--- src/rtl/rom_image_loader_if.sv ---
// ---------------------------------------------------------------------------
// rom_image_loader_if
// Purpose : Wishbone bus bundle between the boot image loader (master) and
//           the console ROM's wishbone slave port.
// Signals : wb_adr_o [15:0] byte address          (master -> slave)
//           wb_dat_o [7:0]  write data            (master -> slave)
//           wb_dat_i [7:0]  read data, valid w/ ack (slave -> master)
//           wb_we_o         write enable          (master -> slave)
//           wb_sel_o [0:0]  byte select           (master -> slave)
//           wb_stb_o        strobe                (master -> slave)
//           wb_cyc_o        cycle                 (master -> slave)
//           wb_ack_i        acknowledge           (slave -> master)
// ---------------------------------------------------------------------------
interface rom_image_loader_if;
    logic [15:0] wb_adr_o;
    logic [7:0]  wb_dat_o;
    logic [7:0]  wb_dat_i;
    logic        wb_we_o;
    logic [0:0]  wb_sel_o;
    logic        wb_stb_o;
    logic        wb_cyc_o;
    logic        wb_ack_i;

    modport master (
        output wb_adr_o, wb_dat_o, wb_we_o, wb_sel_o, wb_stb_o, wb_cyc_o,
        input  wb_dat_i, wb_ack_i
    );

    modport slave (
        input  wb_adr_o, wb_dat_o, wb_we_o, wb_sel_o, wb_stb_o, wb_cyc_o,
        output wb_dat_i, wb_ack_i
    );
endinterface

--- src/rtl/rom_image_loader.sv ---
// ---------------------------------------------------------------------------
// rom_image_loader
// Purpose : Boot-time wishbone master. Takes a byte stream and writes each
//           byte to its ROM location (write pass) or reads the location back
//           and counts differences (verify pass). Keeps a 16-bit running sum
//           of the accepted stream bytes for the boot controller.
// Params  : INTERLEAVE  1: byte n -> base + ((n&1)<<12) + (n>>1); 0: base + n
//           WB_TIMEOUT  bus cycles to wait for ack before giving up (1..255)
// Ports   : clk, reset_n        clock, async active-low reset
//           start, verify       pass request and mode (sampled with start)
//           base_adr, length    image byte-0 address and byte count
//           s_data/s_valid/s_ready  stream input handshake
//           busy, done, error   pass status levels
//           mismatch_cnt        verify differences (saturating)
//           checksum            sum of accepted bytes mod 2^16
//           wb                  wishbone master modport
// ---------------------------------------------------------------------------
module rom_image_loader #(
    parameter int INTERLEAVE = 1,
    parameter int WB_TIMEOUT = 255
) (
    input  logic        clk,
    input  logic        reset_n,
    input  logic        start,
    input  logic        verify,
    input  logic [15:0] base_adr,
    input  logic [15:0] length,
    input  logic [7:0]  s_data,
    input  logic        s_valid,
    output logic        s_ready,
    output logic        busy,
    output logic        done,
    output logic        error,
    output logic [15:0] mismatch_cnt,
    output logic [15:0] checksum,
    rom_image_loader_if.master wb
);

    // Timer value on the last permitted wait cycle; the timer starts at 0
    // on BUS entry, so BUS lasts exactly WB_TIMEOUT cycles without an ack.
    localparam logic [7:0] TMO_LAST = 8'(WB_TIMEOUT - 1);

    typedef enum logic [2:0] {
        ST_IDLE  = 3'd0,
        ST_FETCH = 3'd1,
        ST_BUS   = 3'd2,
        ST_DONE  = 3'd3,
        ST_ERROR = 3'd4
    } state_t;

    state_t      r_state;
    state_t      w_state_nxt;

    logic        r_verify;
    logic [15:0] r_base;
    logic [15:0] r_length;
    logic [15:0] r_count;
    logic [7:0]  r_byte;
    logic [15:0] r_checksum;
    logic [15:0] r_mismatch;
    logic        r_done;
    logic        r_error;
    logic [15:0] r_adr;
    logic [7:0]  r_dat;
    logic        r_we;
    logic [0:0]  r_sel;
    logic        r_stb;
    logic        r_cyc;
    logic [7:0]  r_tmo;

    logic        w_start_acc;
    logic        w_take;
    logic        w_ack;
    logic        w_wait;
    logic        w_timeout;
    logic        w_last;
    logic [15:0] w_count_inc;
    logic [15:0] w_adr;

    // Event decode shared by the FSM and the datapath.
    always_comb begin
        w_start_acc = start && ((r_state == ST_IDLE) || (r_state == ST_DONE) ||
                                (r_state == ST_ERROR));
        w_take      = (r_state == ST_FETCH) && s_valid;
        w_ack       = (r_state == ST_BUS) && wb.wb_ack_i;
        w_timeout   = (r_state == ST_BUS) && !wb.wb_ack_i && (r_tmo == TMO_LAST);
        w_wait      = (r_state == ST_BUS) && !wb.wb_ack_i && (r_tmo != TMO_LAST);
        w_count_inc = r_count + 16'd1;
        w_last      = (w_count_inc == r_length);
    end

    // Address of stream byte r_count; the interleaved form puts even bytes in
    // the low bank and odd bytes 4 KiB higher, all arithmetic wrapping at 16 bits.
    always_comb begin
        if (INTERLEAVE != 0) begin
            w_adr = r_base + {3'b000, r_count[0], 12'h000} + {1'b0, r_count[15:1]};
        end else begin
            w_adr = r_base + r_count;
        end
    end

    // Next-state logic.
    always_comb begin
        w_state_nxt = r_state;
        case (r_state)
            ST_IDLE, ST_DONE, ST_ERROR: begin
                if (start) begin
                    if (length == 16'd0) begin
                        w_state_nxt = ST_DONE;
                    end else begin
                        w_state_nxt = ST_FETCH;
                    end
                end else begin
                    w_state_nxt = r_state;
                end
            end
            ST_FETCH: begin
                if (s_valid) begin
                    w_state_nxt = ST_BUS;
                end else begin
                    w_state_nxt = ST_FETCH;
                end
            end
            ST_BUS: begin
                if (wb.wb_ack_i) begin
                    if (w_last) begin
                        w_state_nxt = ST_DONE;
                    end else begin
                        w_state_nxt = ST_FETCH;
                    end
                end else if (r_tmo == TMO_LAST) begin
                    w_state_nxt = ST_ERROR;
                end else begin
                    w_state_nxt = ST_BUS;
                end
            end
            default: begin
                w_state_nxt = ST_IDLE;
            end
        endcase
    end

    // State register.
    always_ff @(posedge clk or negedge reset_n) begin
        if (!reset_n) begin
            r_state <= ST_IDLE;
        end else begin
            r_state <= w_state_nxt;
        end
    end

    // Pass parameters, counters and the registered wishbone outputs.
    always_ff @(posedge clk or negedge reset_n) begin
        if (!reset_n) begin
            r_verify   <= 1'b0;
            r_base     <= 16'h0000;
            r_length   <= 16'h0000;
            r_count    <= 16'h0000;
            r_byte     <= 8'h00;
            r_checksum <= 16'h0000;
            r_mismatch <= 16'h0000;
            r_done     <= 1'b0;
            r_error    <= 1'b0;
            r_adr      <= 16'h0000;
            r_dat      <= 8'h00;
            r_we       <= 1'b0;
            r_sel      <= 1'b0;
            r_stb      <= 1'b0;
            r_cyc      <= 1'b0;
            r_tmo      <= 8'h00;
        end else begin
            if (w_start_acc) begin
                r_verify   <= verify;
                r_we       <= !verify;
                r_base     <= base_adr;
                r_length   <= length;
                r_count    <= 16'h0000;
                r_checksum <= 16'h0000;
                r_mismatch <= 16'h0000;
                r_done     <= (length == 16'd0);
                r_error    <= 1'b0;
            end
            if (w_take) begin
                r_byte     <= s_data;
                r_checksum <= r_checksum + {8'h00, s_data};
                r_adr      <= w_adr;
                r_dat      <= s_data;
                r_cyc      <= 1'b1;
                r_stb      <= 1'b1;
                r_sel      <= 1'b1;
                r_tmo      <= 8'h00;
            end
            if (w_ack) begin
                r_cyc   <= 1'b0;
                r_stb   <= 1'b0;
                r_sel   <= 1'b0;
                r_count <= w_count_inc;
                if (r_verify && (wb.wb_dat_i != r_byte) && (r_mismatch != 16'hFFFF)) begin
                    r_mismatch <= r_mismatch + 16'd1;
                end
                if (w_last) begin
                    r_done <= 1'b1;
                end
            end
            if (w_wait) begin
                r_tmo <= r_tmo + 8'd1;
            end
            if (w_timeout) begin
                r_cyc   <= 1'b0;
                r_stb   <= 1'b0;
                r_sel   <= 1'b0;
                r_error <= 1'b1;
            end
        end
    end

    assign s_ready      = (r_state == ST_FETCH);
    assign busy         = (r_state == ST_FETCH) || (r_state == ST_BUS);
    assign done         = r_done;
    assign error        = r_error;
    assign mismatch_cnt = r_mismatch;
    assign checksum     = r_checksum;

    assign wb.wb_adr_o  = r_adr;
    assign wb.wb_dat_o  = r_dat;
    assign wb.wb_we_o   = r_we;
    assign wb.wb_sel_o  = r_sel;
    assign wb.wb_stb_o  = r_stb;
    assign wb.wb_cyc_o  = r_cyc;

endmodule

--- src/flat_wrapper.sv ---
// flat-port wrapper written by rule: the top's interface ports become plain ports
module rom_image_loader_flat 
#(
    parameter int INTERLEAVE = 1,
    parameter int WB_TIMEOUT = 255
)
  (clk, reset_n, start, verify, base_adr, length, s_data, s_valid, s_ready, busy, done, error, mismatch_cnt, checksum, wb_wb_adr_o, wb_wb_dat_o, wb_wb_we_o, wb_wb_sel_o, wb_wb_stb_o, wb_wb_cyc_o, wb_wb_dat_i, wb_wb_ack_i);
  rom_image_loader_if wb_i ();
  input  logic clk;
  input  logic reset_n;
  input  logic start;
  input  logic verify;
  input  logic [15:0] base_adr;
  input  logic [15:0] length;
  input  logic [7:0] s_data;
  input  logic s_valid;
  output logic s_ready;
  output logic busy;
  output logic done;
  output logic error;
  output logic [15:0] mismatch_cnt;
  output logic [15:0] checksum;
  output wire logic [$bits(wb_i.wb_adr_o)-1:0] wb_wb_adr_o;
  output wire logic [$bits(wb_i.wb_dat_o)-1:0] wb_wb_dat_o;
  output wire logic [$bits(wb_i.wb_we_o)-1:0] wb_wb_we_o;
  output wire logic [$bits(wb_i.wb_sel_o)-1:0] wb_wb_sel_o;
  output wire logic [$bits(wb_i.wb_stb_o)-1:0] wb_wb_stb_o;
  output wire logic [$bits(wb_i.wb_cyc_o)-1:0] wb_wb_cyc_o;
  input wire logic [$bits(wb_i.wb_dat_i)-1:0] wb_wb_dat_i;
  input wire logic [$bits(wb_i.wb_ack_i)-1:0] wb_wb_ack_i;
  assign wb_wb_adr_o = wb_i.wb_adr_o;
  assign wb_wb_dat_o = wb_i.wb_dat_o;
  assign wb_wb_we_o = wb_i.wb_we_o;
  assign wb_wb_sel_o = wb_i.wb_sel_o;
  assign wb_wb_stb_o = wb_i.wb_stb_o;
  assign wb_wb_cyc_o = wb_i.wb_cyc_o;
  assign wb_i.wb_dat_i = wb_wb_dat_i;
  assign wb_i.wb_ack_i = wb_wb_ack_i;
  rom_image_loader #(.INTERLEAVE(INTERLEAVE), .WB_TIMEOUT(WB_TIMEOUT)) u_core (.clk(clk), .reset_n(reset_n), .start(start), .verify(verify), .base_adr(base_adr), .length(length), .s_data(s_data), .s_valid(s_valid), .s_ready(s_ready), .busy(busy), .done(done), .error(error), .mismatch_cnt(mismatch_cnt), .checksum(checksum), .wb(wb_i));
endmodule
--- config.mk ---
export PLATFORM = sky130hd
export DESIGN_NAME = rom_image_loader_flat
export DESIGN_NICKNAME = d
export VERILOG_FILES = /design/src/rtl/rom_image_loader_if.sv /design/src/rtl/rom_image_loader.sv /design/src/flat_wrapper.sv
export SDC_FILE = /design/constraint.sdc
export NUM_CORES = 1
export LEC_CHECK = 0
export ABC_AREA = 1
export BUFFER_PORTS_ARGS = -buffer_cell sky130_fd_sc_hd__buf_2
export CORE_MARGIN = 2
export CORE_UTILIZATION = 45
export CTS_BUF_LIST = sky130_fd_sc_hd__clkbuf_8
export CTS_CLUSTER_SIZE = 30
export DETAILED_ROUTE_END_ITERATION = 8
export HOLD_SLACK_MARGIN = 0.1
export PLACE_DENSITY_LB_ADDON = 0.3
export SLEW_MARGIN = 10
export SYNTH_ARGS = -nofsm -noshare
export SYNTH_HDL_FRONTEND = slang
export SYNTH_SLANG_ARGS = --single-unit
--- constraint.sdc ---
create_clock -name clk -period 3.6 [get_ports clk]
set_input_delay 0.9 -clock clk [delete_from_list [all_inputs] [get_ports clk]]
set_output_delay 0.9 -clock clk [all_outputs]
set_load 0.1 [all_outputs]
Word-level counts from Yosys, hierarchy flattened
Index checks and enable logic that the tools add are counted.
- $add $sub $neg: 6
- div/mod/pow operators: 0
- order comparisons: 0
- bitwise gates (word level): 0
- reduce and logical (&&, ||, !) cells: 21
- equal/unequal tests: 10
- shift operators: 0
- multiply operators: 0
- mux-type cells: 23
- operator list (kind ; number):
    two-way mux 16 bit ; 6
    adder 16 x 1 -> 16 bit, second input constant ; 2
    adder 16 x 13 -> 16 bit ; 1
    adder 16 x 15 -> 16 bit ; 1
    adder 16 x 8 -> 16 bit ; 1
    equality test 16 bit ; 1
    zero test 16 bit ; 1
    two-way mux 8 bit ; 2
    != test 16 bit, second input constant ; 1
    two-way mux 3 bit ; 3
    one-hot mux 3 bit (3 select lines) ; 1
    adder 8 x 1 -> 8 bit, second input constant ; 1
    equality test 8 bit, second input constant ; 1
    logical AND 1 bit ; 8
    two-way mux 1 bit ; 8
    != test 8 bit ; 1
    != test 8 bit, second input constant ; 1
    nonzero test 2 bit ; 4
    equality test 3 x 2 -> 1 bit, second input constant ; 2
    two-way mux 2 bit ; 3
    equality test 3 x 1 -> 1 bit, second input constant ; 1
    equality test 3 bit, second input constant ; 1
    zero test 3 bit ; 1
    logical OR 1 bit ; 3
    4 further kinds ; 5
- bits in read-only memories: 0
- output and inout port bits: 64
- latch bits: 0
- input port bits: 54
- memories: 0
- logic and storage cells: 74
- flip-flop bits (word level): 120
- memory bits (writable): 0

Logic depth before layout (Yosys ltp)
- depth after elaboration: 7
- gate-level depth with buffers: 14
- gate-level depth less buffers: 14

Worst setup path after synthesis
OpenSTA, ideal clock, no wires.
- path kind: register -> register
- start: register u_core.r_checksum[0] (netlist: u_core.checksum[0])
- end: register u_core.r_checksum[14] (netlist: u_core.checksum[14])
- clock period less this slack: 2.428 ns
- setup slack: 1.172 ns
- library setup time: 0.130 ns
- cell stages (with the launch flop): 12
- arrival time: 2.298 ns
- required time: 3.470 ns
- buffers on the path: 0
- cell sequence: dfrtp_1 ha_1 fa_1 nand2_1 inv_1 o21ai_0 nand2_1 a21o_1 nand2_1 nor3_1 a21oi_1 o21ai_0
- cells in the longest elaborated chain, start to end: 2
- ends and longest elaborated chain (what ; line ; text):
    start: declaration ; rom_image_loader.sv:59 ; logic [15:0] r_checksum;
    start signal: assignment ; rom_image_loader.sv:185 ; r_checksum <= r_checksum + {8'h00, s_data};
    adder 16 x 8 -> 16 bit ; rom_image_loader.sv:185 ;
    two-way mux 16 bit ; rom_image_loader.sv:183 ; if (w_take) begin
Every way passes these cells.
A chain may end at the register's enable or synchronous reset.

Worst setup path after layout
- start: register u_core.r_count[2]
- end: register u_core.r_adr[13] (netlist: u_core.wb.wb_adr_o[13])
- cells in the longest elaborated chain, start to end: 1
- ends and longest elaborated chain (what ; line ; text):
    start: declaration ; rom_image_loader.sv:57 ; logic [15:0] r_count;
    start signal: assignment ; rom_image_loader.sv:197 ; r_count <= w_count_inc;
    adder 16 x 15 -> 16 bit ; rom_image_loader.sv:96 ; w_adr = r_base + {3'b000, r_count[0], 12'h000} + {1'b0, r_count[15:1]};
    end signal: assignment ; rom_image_loader.sv:186 ; r_adr <= w_adr;
    end: declaration ; rom_image_loader.sv:63 ; logic [15:0] r_adr;
Every way passes these cells.

==> flow_metrics.py <==
metrics = {
    "cts": {
        "postCtsResizedCells": 0,
        "cts_buffers": 17,
        "postCtsSetupBuffers": 0,
        "clock_path_buffers": 2,
        "cts_hold_buf": 0,
        "clkLatencyLatePin_ns": 0.45,
        "htree_levels": 4,
        "cts.sinks": 120,
        "cts_tree": "done",
        "clk_pin_slew_worst_paths_ns": 0.08,
        "clockRootBuffer": "clkbuf_8",
    },
    "timing": {
        "final.setup_skew_ns": 0.00876,
        "drv_slew": 0,
        "worstMarginPinSlew_ns": 0.648,
        "fin_crit_ns": 2.58,
        "relSlewSlack_pct": 56.8,
        "min_period_over_period_pct": 71.7,
        "fin_ws_ns": 1.02,
        "grt_setup_unrepaired": "false",
        "clock.fmax_mhz": 387,
        "fin_tns_setup_ns": 0,
        "final-hold-violation-count": 0,
        "setup_viol": 0,
    },
    "min_path": {
        "min_path_type": "in -> async",
    },
    "drt": {
        "drtPass1Iterations": 5,
        "wl_um": 17000,
        "routedWlPerCell_um": 13.4,
        "routed_via_density": 5.10,
        "via_count": 6496,
        "drc": 0,
        "ant_nets": 0,
        "drt_iter0_markers": 445,
    },
    "final_layout": {
        "nFillCells": 1544,
        "final_common_cell": "nand2_1",
        "fin_nets": 1141,
        "layout.cells.non_filler": 1273,
        "drive_above_1_share_pct": 16.3,
        "post-route-util_pct": 53.2,
        "synthToLayoutAreaGrowth_pct": 17.1,
        "n_antenna_cell": 0,
        "postLayoutCellArea_sq_um": 8350,
        "mostFrequentLayoutCells": "nand2_1 (293), dfrtp_1 (120), buf_2 (116)",
    },
    "floorplan": {
        "core_sq_um": 15700,
        "dieArea_sq_um": 16900,
        "die_x_um": 130,
        "rows": 46,
        "initial_utilization_pct": 45.4,
        "die_y_um": 130,
        "io_pins": 118,
    },
    "yosys": {
        "syn-num-nets": 1023,
        "synth_flop_cell": "dfrtp_1",
        "ys_types": 47,
        "synthesis.instances": 926,
        "yosysWarnings": 0,
        "synthTopCellsByArea": "dfrtp_1 (42%), nand2_1 (15%), ha_1 (7.0%)",
        "synth.avg_cell_area_sq_um": 7.70,
        "synthesis.area_sq_um": 7130,
        "synth_top_area_share_pct": 42.1,
        "synth-edff-count": 0,
        "synth-seq-area-share_pct": 42.1,
        "synth_top_cell_by_area": "dfrtp_1",
        "async_flop_share_pct": 100,
        "synth_seq_cells": 120,
    },
    "flow_run": {
        "cap_violations": 0,
    },
    "worst_setup_path": {
        "critPathArrivalTime_ns": 2.95,
        "worstSetupPathType": "reg -> reg",
        "cp_cell_sequence": "ha_1 > ha_1 > fa_1 > nand3_1 > nand3_1 > a21oi_1 > inv_1 > nand2_1 > nand2_1 > nand2_1 > nand2_1 > xor2_1 > o21ai_0",
        "crit_path_max_incr_delay_ns": 0.46,
        "crit_required_ns": 3.97,
        "crit_family": "adder cells",
        "r2r_start": "u_core.r_count[2]",
        "r2r_slack_ns": 1.02,
        "critPathMaxFanout": 7,
        "slowest_stage": "dfrtp_1",
        "critPathBufInv": 1,
        "reg2reg_depth": 13,
        "worst_setup_path_end_kind": "flip-flop",
        "worstSetupStartpointType": "flip-flop",
        "reg2reg_to": "u_core.wb.wb_adr_o[13]",
        "crit_top_cell": "nand2_1",
    },
    "global_route": {
        "grt_pass1_wl_um": 28100,
        "overflow": 0,
        "grt_pass1_vias": 5951,
        "grt.total_usage_pct": 20.9,
        "grt_antenna_before_repair": 0,
        "grt_max_degree": 52,
    },
    "placement": {
        "numPlacedInstances": 1241,
        "place.gp.congestion": 0.919,
        "hpwlAfterDp_um": 12700,
        "portBuffers": 117,
        "placed_cell_area_sq_um": 7920,
        "dp_slack_ns": 0.948,
    },
    "outcome": {
        "outcome": "finished clean",
    },
    "power_and_ir_drop": {
        "powerDensity_nw_per_um2": 807,
        "p_leak_nw": 4.28,
        "ir_drop_uv": 784,
    },
}
==> final cells by class <==
cell class,count,area (sq um),area share (%)
well taps,216,270,3.24
multi-input cells,685,3650,43.7
clock inverters,14,181,2.17
inverters,96,360,4.31
repair buffers,124,641,7.67
flip-flops and latches,120,3000,36.0
clock buffers,18,248,2.97
==> sequential cells by signal (all words and copies together), names as in the netlist, 3 cells and up <==
| name | cells |
|---|---|
| u_core.checksum | 16 |
| u_core.mismatch_cnt | 16 |
| u_core.r_base | 16 |
| u_core.r_count | 16 |
| u_core.r_length | 16 |
| u_core.wb.wb_adr_o | 16 |
| u_core.r_byte | 8 |
| u_core.r_tmo | 8 |
| u_core.r_state | 3 |
==> stage by stage <==
| step | hold slack, ns | power, mW |
|---|---|---|
| after floorplan | 0.446 | 4.78 |
| after global placement | 0.451 | 5.40 |
| after detailed placement | 0.463 | 5.44 |
| after CTS | 0.474 | 6.79 |
| after global routing | 0.506 | 7.18 |
| final | 0.479 | 6.74 |
==> logic make-up after synthesis <==
logic type | Yosys count | synth area share [%]
AND/OR/NAND/NOR | 472 | 28.6
AO/OA/AOI/OAI | 142 | 11.0
buffers and inverters | 121 | 6.74
flip-flops | 120 | 42.1
adder cells (fa/ha/maj) | 43 | 7.86
XOR/XNOR | 27 | 3.53
multiplexers | 1 | 0.140
==> routing by layer <==
metal / vias to the layer above / global-route usage, % / wire, um
met3: 20 / 4.76 / 927
met4: 0 / 5.50 / 191
met2: 187 / 32.7 / 7520
met5: - / 0 / 0
met1: 3001 / 29.6 / 8400
li1: 3288 / - / -
==> report_power, final <==
part | internal [mW] | total [mW] | leakage [nW] | switching, mW
clock network | 0.765 | 1.33 | 0.219 | 0.569
registers | 1.74 | 2.02 | 1.57 | 0.279
logic | 0.732 | 3.39 | 2.49 | 2.66
==> synthesized netlist by cell type (2+ instances only) <==
library cell	n
o21bai_1	2
nand3_2	2
a21oi_1	35
nand3b_1	4
dfrtp_1	120
xnor2_1	12
buf_4	2
o31ai_1	5
clkbuf_1	10
xor2_1	14
buf_1	3
nand2_1	293
o21ai_1	6
nand3_1	68
a21o_1	2
nor2_2	4
a31oi_1	2
fa_1	3
or2_0	2
nand4_1	17
nor3_1	14
nor4_1	5
o21ai_0	66
o22ai_1	15
inv_2	3
o211ai_1	2
nor2_4	3
buf_2	9
inv_1	93
ha_1	40
nor2_1	54
==> worst max-delay path by stage <==
stage / startpoint / to / slack, ns / cells after the start
after CTS: u_core.r_count[2] / u_core.wb.wb_adr_o[13] / 0.99 / 13
after detailed placement: s_data[0] / u_core.checksum[6] / 0.95 / 12
final: u_core.r_count[2] / u_core.wb.wb_adr_o[13] / 1.02 / 13
after global placement: s_data[0] / u_core.checksum[8] / 0.99 / 12
after floorplan: u_core.checksum[0] / u_core.checksum[14] / 1.17 / 11
after global routing: u_core.r_count[2] / u_core.wb.wb_adr_o[13] / 0.76 / 13
Note: power is estimated with default switching activity, not from simulation.
